==> src/rtl/memory_arbiter_pkg.sv <==
// Shared types for the two-port memory arbiter.
// FSM states, port ids and the word width.
package memory_arbiter_pkg;

  localparam int WORD_W = 32;

  localparam logic PORT_I = 1'b0;
  localparam logic PORT_D = 1'b1;

  typedef enum logic [1:0] {
    IDLE   = 2'd0,
    ACCESS = 2'd1,
    DONE   = 2'd2
  } state_t;

  typedef struct packed {
    logic              port;
    logic              we;
    logic [WORD_W-1:0] adr;
    logic [WORD_W-1:0] wdata;
  } req_t;

endpackage

==> src/rtl/memory_arbiter_grant.sv <==
// Grant selection between instruction and data requesters.
// i_pref names the port that wins when both request.
module arbiter_grant
  import memory_arbiter_pkg::*;
(
  input  logic i_ireq,
  input  logic i_dreq,
  input  logic i_pref,
  output logic o_valid,
  output logic o_port
);

  always_comb begin
    o_valid = i_ireq | i_dreq;
    o_port  = PORT_D;
    if (i_ireq && i_dreq) begin
      o_port = i_pref;
    end else if (i_ireq) begin
      o_port = PORT_I;
    end
  end

endmodule

==> src/rtl/memory_arbiter.sv <==
// Single-RAM arbiter for instruction and data ports.
// Define ARBITER_ROUND_ROBIN_EN for round-robin ties.
module memory_arbiter
  import memory_arbiter_pkg::*;
#(
  parameter int RAM_SIZE = 4096
) (
  input  logic              clock,
  input  logic              reset,
  input  logic              i_req,
  input  logic [WORD_W-1:0] i_adr,
  output logic              i_ready,
  output logic [WORD_W-1:0] i_rdata,
  output logic              i_rvalid,
  output logic              i_err,
  input  logic              d_req,
  input  logic              d_we,
  input  logic [WORD_W-1:0] d_adr,
  input  logic [WORD_W-1:0] d_wdata,
  output logic              d_ready,
  output logic [WORD_W-1:0] d_rdata,
  output logic              d_rvalid,
  output logic              d_err,
  output logic [WORD_W-1:0] ram_radr,
  output logic [WORD_W-1:0] ram_wadr,
  output logic [WORD_W-1:0] ram_wvalue,
  output logic              ram_wenable,
  input  logic [WORD_W-1:0] ram_rvalue
);

  localparam logic [WORD_W-1:0] LIMIT =
    WORD_W'(RAM_SIZE);

  state_t            r_state;
  state_t            w_next;
  req_t              r_req;
  req_t              w_sel;
  logic [WORD_W-1:0] r_rdata;
  logic              w_pref;
  logic              w_gnt_valid;
  logic              w_gnt_port;
  logic              w_grant;
  logic              w_oor;
  logic              w_done;

  arbiter_grant u_grant (
    .i_ireq  (i_req),
    .i_dreq  (d_req),
    .i_pref  (w_pref),
    .o_valid (w_gnt_valid),
    .o_port  (w_gnt_port)
  );

`ifdef ARBITER_ROUND_ROBIN_EN
  logic r_pref;

  always_ff @(posedge clock) begin
    if (reset) begin
      r_pref <= PORT_D;
    end else if (w_grant) begin
      r_pref <= ~w_gnt_port;
    end
  end

  assign w_pref = r_pref;
`else
  assign w_pref = PORT_D;
`endif

  assign w_grant = w_gnt_valid && !reset &&
                   (r_state != ACCESS);

  assign w_oor = (r_req.adr >= LIMIT);

  // instruction side never writes
  always_comb begin
    w_sel.port  = w_gnt_port;
    w_sel.we    = 1'b0;
    w_sel.adr   = i_adr;
    w_sel.wdata = '0;
    if (w_gnt_port == PORT_D) begin
      w_sel.we    = d_we;
      w_sel.adr   = d_adr;
      w_sel.wdata = d_wdata;
    end
  end

  always_comb begin
    w_next = r_state;
    unique case (r_state)
      IDLE, DONE: begin
        w_next = w_grant ? ACCESS : IDLE;
      end
      ACCESS: begin
        w_next = DONE;
      end
      default: begin
        w_next = IDLE;
      end
    endcase
  end

  always_ff @(posedge clock) begin
    if (reset) begin
      r_state <= IDLE;
    end else begin
      r_state <= w_next;
    end
  end

  always_ff @(posedge clock) begin
    if (reset) begin
      r_req <= '0;
    end else if (w_grant) begin
      r_req <= w_sel;
    end
  end

  always_ff @(posedge clock) begin
    if (reset) begin
      r_rdata <= '0;
    end else if (r_state == ACCESS) begin
      r_rdata <= (w_oor || r_req.we) ?
                 '0 : ram_rvalue;
    end
  end

  assign w_done = (r_state == DONE) && !reset;

  assign i_ready  = w_grant &&
                    (w_gnt_port == PORT_I);
  assign d_ready  = w_grant &&
                    (w_gnt_port == PORT_D);

  assign i_rvalid = w_done &&
                    (r_req.port == PORT_I);
  assign d_rvalid = w_done &&
                    (r_req.port == PORT_D);
  assign i_err    = i_rvalid && w_oor;
  assign d_err    = d_rvalid && w_oor;
  assign i_rdata  = r_rdata;
  assign d_rdata  = r_rdata;

  assign ram_radr    = r_req.adr;
  assign ram_wadr    = r_req.adr;
  assign ram_wvalue  = r_req.wdata;
  assign ram_wenable = (r_state == ACCESS) &&
                       r_req.we && !w_oor &&
                       !reset;

endmodule
==> config.mk <==
export PLATFORM = sky130hd
export DESIGN_NAME = memory_arbiter
export DESIGN_NICKNAME = d
export VERILOG_FILES = /design/src/rtl/memory_arbiter_pkg.sv /design/src/rtl/memory_arbiter_grant.sv /design/src/rtl/memory_arbiter.sv
export SDC_FILE = /design/constraint.sdc
export NUM_CORES = 1
export LEC_CHECK = 0
export CAP_MARGIN = 20
export CORE_UTILIZATION = 25
export DETAILED_ROUTE_END_ITERATION = 7
export PLACE_DENSITY = 0.6
export SLEW_MARGIN = 20
export SYNTH_ARGS = -nofsm -noshare
export SYNTH_HDL_FRONTEND = slang
export SYNTH_SLANG_ARGS = --single-unit
==> constraint.sdc <==
create_clock -name clock -period 2.92 [get_ports clock]
set_input_delay 0.584 -clock clock [delete_from_list [all_inputs] [get_ports clock]]
set_output_delay 0.584 -clock clock [all_outputs]
set_load 0.01 [all_outputs]
Yosys cells after proc, flatten, opt, wreduce, memory -nomap -nowiden

Index checks and enable logic that the tools add are counted.

Output and inout port bits: 167
Logic and storage cells: 37
Input bits: 133
Register bits after elaboration: 100

Bitwise operators: 3
Reduce and logical (&&, ||, !) cells: 18
Multiplexer cells: 6
Equality and inequality tests: 3
Order comparisons: 1

Operators with widths:

| operator               | number |
|---|---|
| $mux W65               | 1 |
| $ge A32 B13 Y1 const B | 1 |
| $mux W32               | 1 |
| $logic_and A1 B1 Y1    | 13 |
| $pmux W2 S2            | 1 |
| $mux W1                | 3 |
| $eq A2 B1 Y1 const B   | 1 |
| $eq A2 B2 Y1 const B   | 1 |
| $logic_not A1 Y1       | 2 |
| $logic_not A2 Y1       | 1 |
| $ne A2 B1 Y1 const B   | 1 |
| $not A1 Y1             | 2 |
| $reduce_or A2 Y1       | 1 |
| $logic_or A1 B1 Y1     | 1 |
| $or A1 B1 Y1           | 1 |

Depth between registers and ports, before layout

Depth in word-level cells: 5
Depth in mapped cells: 6
Gate-level depth less buffers: 3

Modules after synthesis

A second synthesis with hierarchy kept.

Cells, all modules: 537
Area total of the unflattened synthesis: 5,029.8 µm²

By module, submodules not included:

| module         | times used | cells an instance | area each (µm²) | seq. area each (µm²) |
|---|---|---|---|---|
| memory_arbiter | 1          | 535               | 5,013.6         | 2,001.9 |
| arbiter_grant  | 1          | 2                 | 16.3            | 0.0 |

Least setup slack after synthesis

OpenSTA, ideal clock, no wires.

Kind: input-to-output
Start point: input port reset
End point: output port ram_wenable
Buffers on the path: 2
Setup slack: 672 ps
Stages on the path: 5
Arrival: 1,664 ps
Data required time: 2,336 ps
Cell sequence: buf_2 > nor3b_2 > clkbuf_1 > nand2_1 > nor3_1

Longest elaborated chain between the ends: 2

RTL lines:

| element             | line                  | source |
|---|---|---|
| start, declared     | memory_arbiter.sv:9   | `input logic reset,` |
| $logic_not A1 Y1    | memory_arbiter.sv:149 | `!reset;` |
| $logic_and A1 B1 Y1 | memory_arbiter.sv:148 | `r_req.we && !w_oor &&` |
| end, declared       | memory_arbiter.sv:27  | `output logic ram_wenable,` |

Every way passes these cells.

Worst setup path in the final report

Start point: input port d_req
End point: output port i_ready

Longest elaborated chain between the ends: 4
Elaborated cells between the ends (all ways): 7
Classes of those cells: mux: 1; bitwise: 2; reduce/logical: 4

RTL lines:

| element                                                    | line                                                   | source |
|---|---|---|
| start, declared                                            | memory_arbiter.sv:16                                   | `input logic d_req,` |
| $or A1 B1 Y1 / $logic_and A1 B1 Y1 (equally long branches) | memory_arbiter_grant.sv:14, memory_arbiter_grant.sv:16 |  |
| $logic_and A1 B1 Y1 / $mux W1 (equally long branches)      | memory_arbiter.sv:70, memory_arbiter_grant.sv:16       |  |
| $logic_and A1 B1 Y1 / $not A1 Y1 (equally long branches)   | memory_arbiter.sv:70, memory_arbiter.sv:131            |  |
| $logic_and A1 B1 Y1 (*)                                    | memory_arbiter.sv:130                                  | `assign i_ready = w_grant &&` |
| end, declared                                              | memory_arbiter.sv:12                                   | `output logic i_ready,` |

Mark *: on every way between the ends. The rest lies on a longest branch, timed or not.

==> impl_results.md <==
* Status: finished clean
* Maximum clock rate at 375 MHz
* Internal at 2740 uW
* Std-Cell Rows at 53
* Synth cell types at 28
* CTS tree: done
* Pre-antenna DRT Iters at 4
* Hold buffers post-CTS at 0
* Vias at 4900
* Max_cap viols at 0
* DRT antenna net count at 0
* Slew headroom at 58.3%
* Antenna diodes at 0
* Area share of the leading cell type in the synthesized netlist at 36.6%
* Synth async-reset ratio at 0%
* Critical-path top delay cell: clkdlybuf4s50_1
* Switch Pwr at 987 uW
* WHS Endpoint: ram_wvalue[2]
* Post-synth EDFFs at 0
* Starting density of the core at 25.7%
* Worst-path clk slew at 0.07 ns
* DR iter-0 viols at 231
* Clock root buffer: clkbuf_16
* Synth top area cells: dfxtp_1, buf_4, o31ai_1
* Io pins at 300
* Worst hold path type: flip-flop to flip-flop
* WHS Path Cells at 2
* RSZ-0062 raised after global routing: false
* GRT Residual Overflow at 0
* Setup repair bufs after CTS at 0
* WHS at 0.469 ns
* Area post-placement at 7780 um^2
* Layout Utilization at 38.4%
* Drc violations at 0
* Ys flop type: dfxtp_1
* Net Sw Frac at 26.5%
* Final setup fails at 0
* Total CTS buffers at 9
* Post-Synthesis Cell Area at 5460 um^2
* Critical path class: input pin to output port
* DIE WIDTH at 150 um
* CTS max path bufs at 2
* WL final at 17900 um
* DR vias/cell at 4.76
* Gate power share at 22.8%
* Hold_sp: ram_wvalue[2]
* Critical Path RT at 2.34 ns
* Clock Sinks at 100
* Worst setup startpoint: d_req
* Hold Vio Cnt, Final at 0
* Worst vdd ir at 0.230 mV
* Gr usage total at 15.1%
* RePlAce Congestion at 0.737
* Register area share after synthesis at 36.6%
* Least-Margin Pin Slew at 0.625 ns
* Post-layout nets at 884
* DIE AREA at 22500 um^2
* Commonest cells post-synth: buf_4, dfxtp_1, o31ai_1, clkbuf_1, inv_1
* IO Port Bufs at 299
* Cts repair resizes at 0
* Nature of the critical path endpoint: output port
* Final Cell Area at 8160 um^2
* Internal reg-to-reg setup slack at 1.19 ns
* WL per Instance at 17.4 um
* First-pass GRT wire length at 26100 um
* Arrival @ worst endpoint at 2.08 ns
* Most used cell, CP: clkdlybuf4s50_1
* Fin. max-slew vios at 0
* Final worst-path cycle share at 91.4%
* Dpl cells at 1015
* Largest area contributor in the netlist: dfxtp_1
* Largest net degree at the start of global routing at 65
* LEAKAGE at 0.00272 uW
* Number of global-route vias before repair at 4648
* Crit path largest cell delay at 0.62 ns
* Synthesized netlist cell count at 613
* Clock share of power at 37.2%
* Yosys reg bits at 100
* CTS H-tree depth at 3
* Worst r2r path cells at 4
* Crit-path max FO at 3
* DIE HEIGHT at 150 um
* Part of the power in registers at 39.9%
* Skew-Pair Late Insertion Delay at 0.34 ns
* Ys Warns at 0
* Layout cells sized above 1 at 10.1%
* Fin crit period at 2.67 ns
* Startpoint class of the critical path: input pin
* RR Endpoint: ram_radr[31]
* Final cell count without fillers at 1030
* Most common cell in the netlist: buf_4
* Power Density at 457 nW/um^2
* Setup TNS at 0 ns
* Initial antenna violation count at 0
* Clock Skew at 0.00791 ns
* Synth Area per Inst at 8.91 um^2
* Critical R2R Launch: r_state[1]
* Worst path cell trace: clkdlybuf4s50_1 -> nand2b_1 -> nor3_1 -> clkdlybuf4s50_1
* Total core area at 21200 um^2
* DP HPWL at 12800 um
* Area growth syn-to-layout at 49.3%
* Net Count, Synth at 746
==> layer usage <==
layer,global-route usage (%),share of wire [%],wire (um),up-vias
met5,0,0,0,-
met4,4.55,0.99,177,0
met3,4.48,8.9,1590,10
met2,25.5,47,8490,191
met1,18.4,43,7620,2312
li1,-,-,-,2387
==> worst max-delay path, delay by kind of cell <==
| kind | cells | cell delay [ns] |
|---|---|---|
| buffers and inverters | 2 | 1.08 |
| and+or+nand+nor | 2 | 0.41 |
==> flip-flops by register name, indices dropped and copies added, names as in the netlist <==
register    cells
ram_radr       32
r_req           2
ram_wvalue     32
d_rdata        32
r_state         2
==> cell usage in the layout, fill, tap and decap left out, types with 2 or more instances in the layout <==
| master | instances |
|---|---|
| buf_4 | 16 |
| buf_12 | 4 |
| a221oi_1 | 3 |
| nand3_1 | 33 |
| dfxtp_1 | 100 |
| a221oi_2 | 29 |
| nor3_1 | 4 |
| nor4_2 | 5 |
| o31ai_1 | 65 |
| nand2_1 | 3 |
| clkbuf_16 | 9 |
| clkdlybuf4s50_1 | 297 |
| nand3b_1 | 32 |
| inv_1 | 34 |
| nor2_4 | 2 |
| and3_1 | 2 |
| bufinv_16 | 3 |
| a21oi_1 | 33 |
| nor2_1 | 2 |
| nand4_1 | 33 |
| o22ai_1 | 32 |
==> worst max path at each step <==
stage	cells after the start	endpoint
4_1_cts	4	ram_wenable
6_report	4	i_ready
2_1_floorplan	5	ram_wenable
3_5_place_dp	4	i_ready
3_3_place_gp	4	i_ready
5_1_grt	4	i_ready
==> stage by stage <==
stage	worst slack, ns	total power [uW]
finish	0.251	3730
global route	0.149	3910
CTS	0.0116	3790
detailed placement	0.203	2380
global placement	0.202	2370
floorplan	0.672	2000
==> kinds of logic after synthesis <==
family / after synthesis / share of synthesized area [%]
buffers and inverters: 226 / 25.1
AO/OA/AOI/OAI: 165 / 24.6
AND/OR/NAND/NOR: 122 / 13.6
flip-flops: 100 / 36.6
==> final cells by class <==
class                           count  area, um^2
Clock buffer                       11         243
Timing Repair Buffer              318        3190
Sequential cell                   100        2000
Clock inverter                      4        97.6
Tap cell                          275         344
Fill cell                        2196       13100
Multi-Input combinational cell    287        2150
Inverter                           35         131
==> power groups by stage <==
stage                     clock [uW]  sequential [uW]  combinational [uW]
after floorplan                    0             1500                 504
after global placement             0             1510                 852
after detailed placement           0             1520                 858
after CTS                       1440             1490                 858
after global routing            1490             1500                 918
final                           1390             1490                 851
Note: power is estimated with default switching activity, not from simulation.
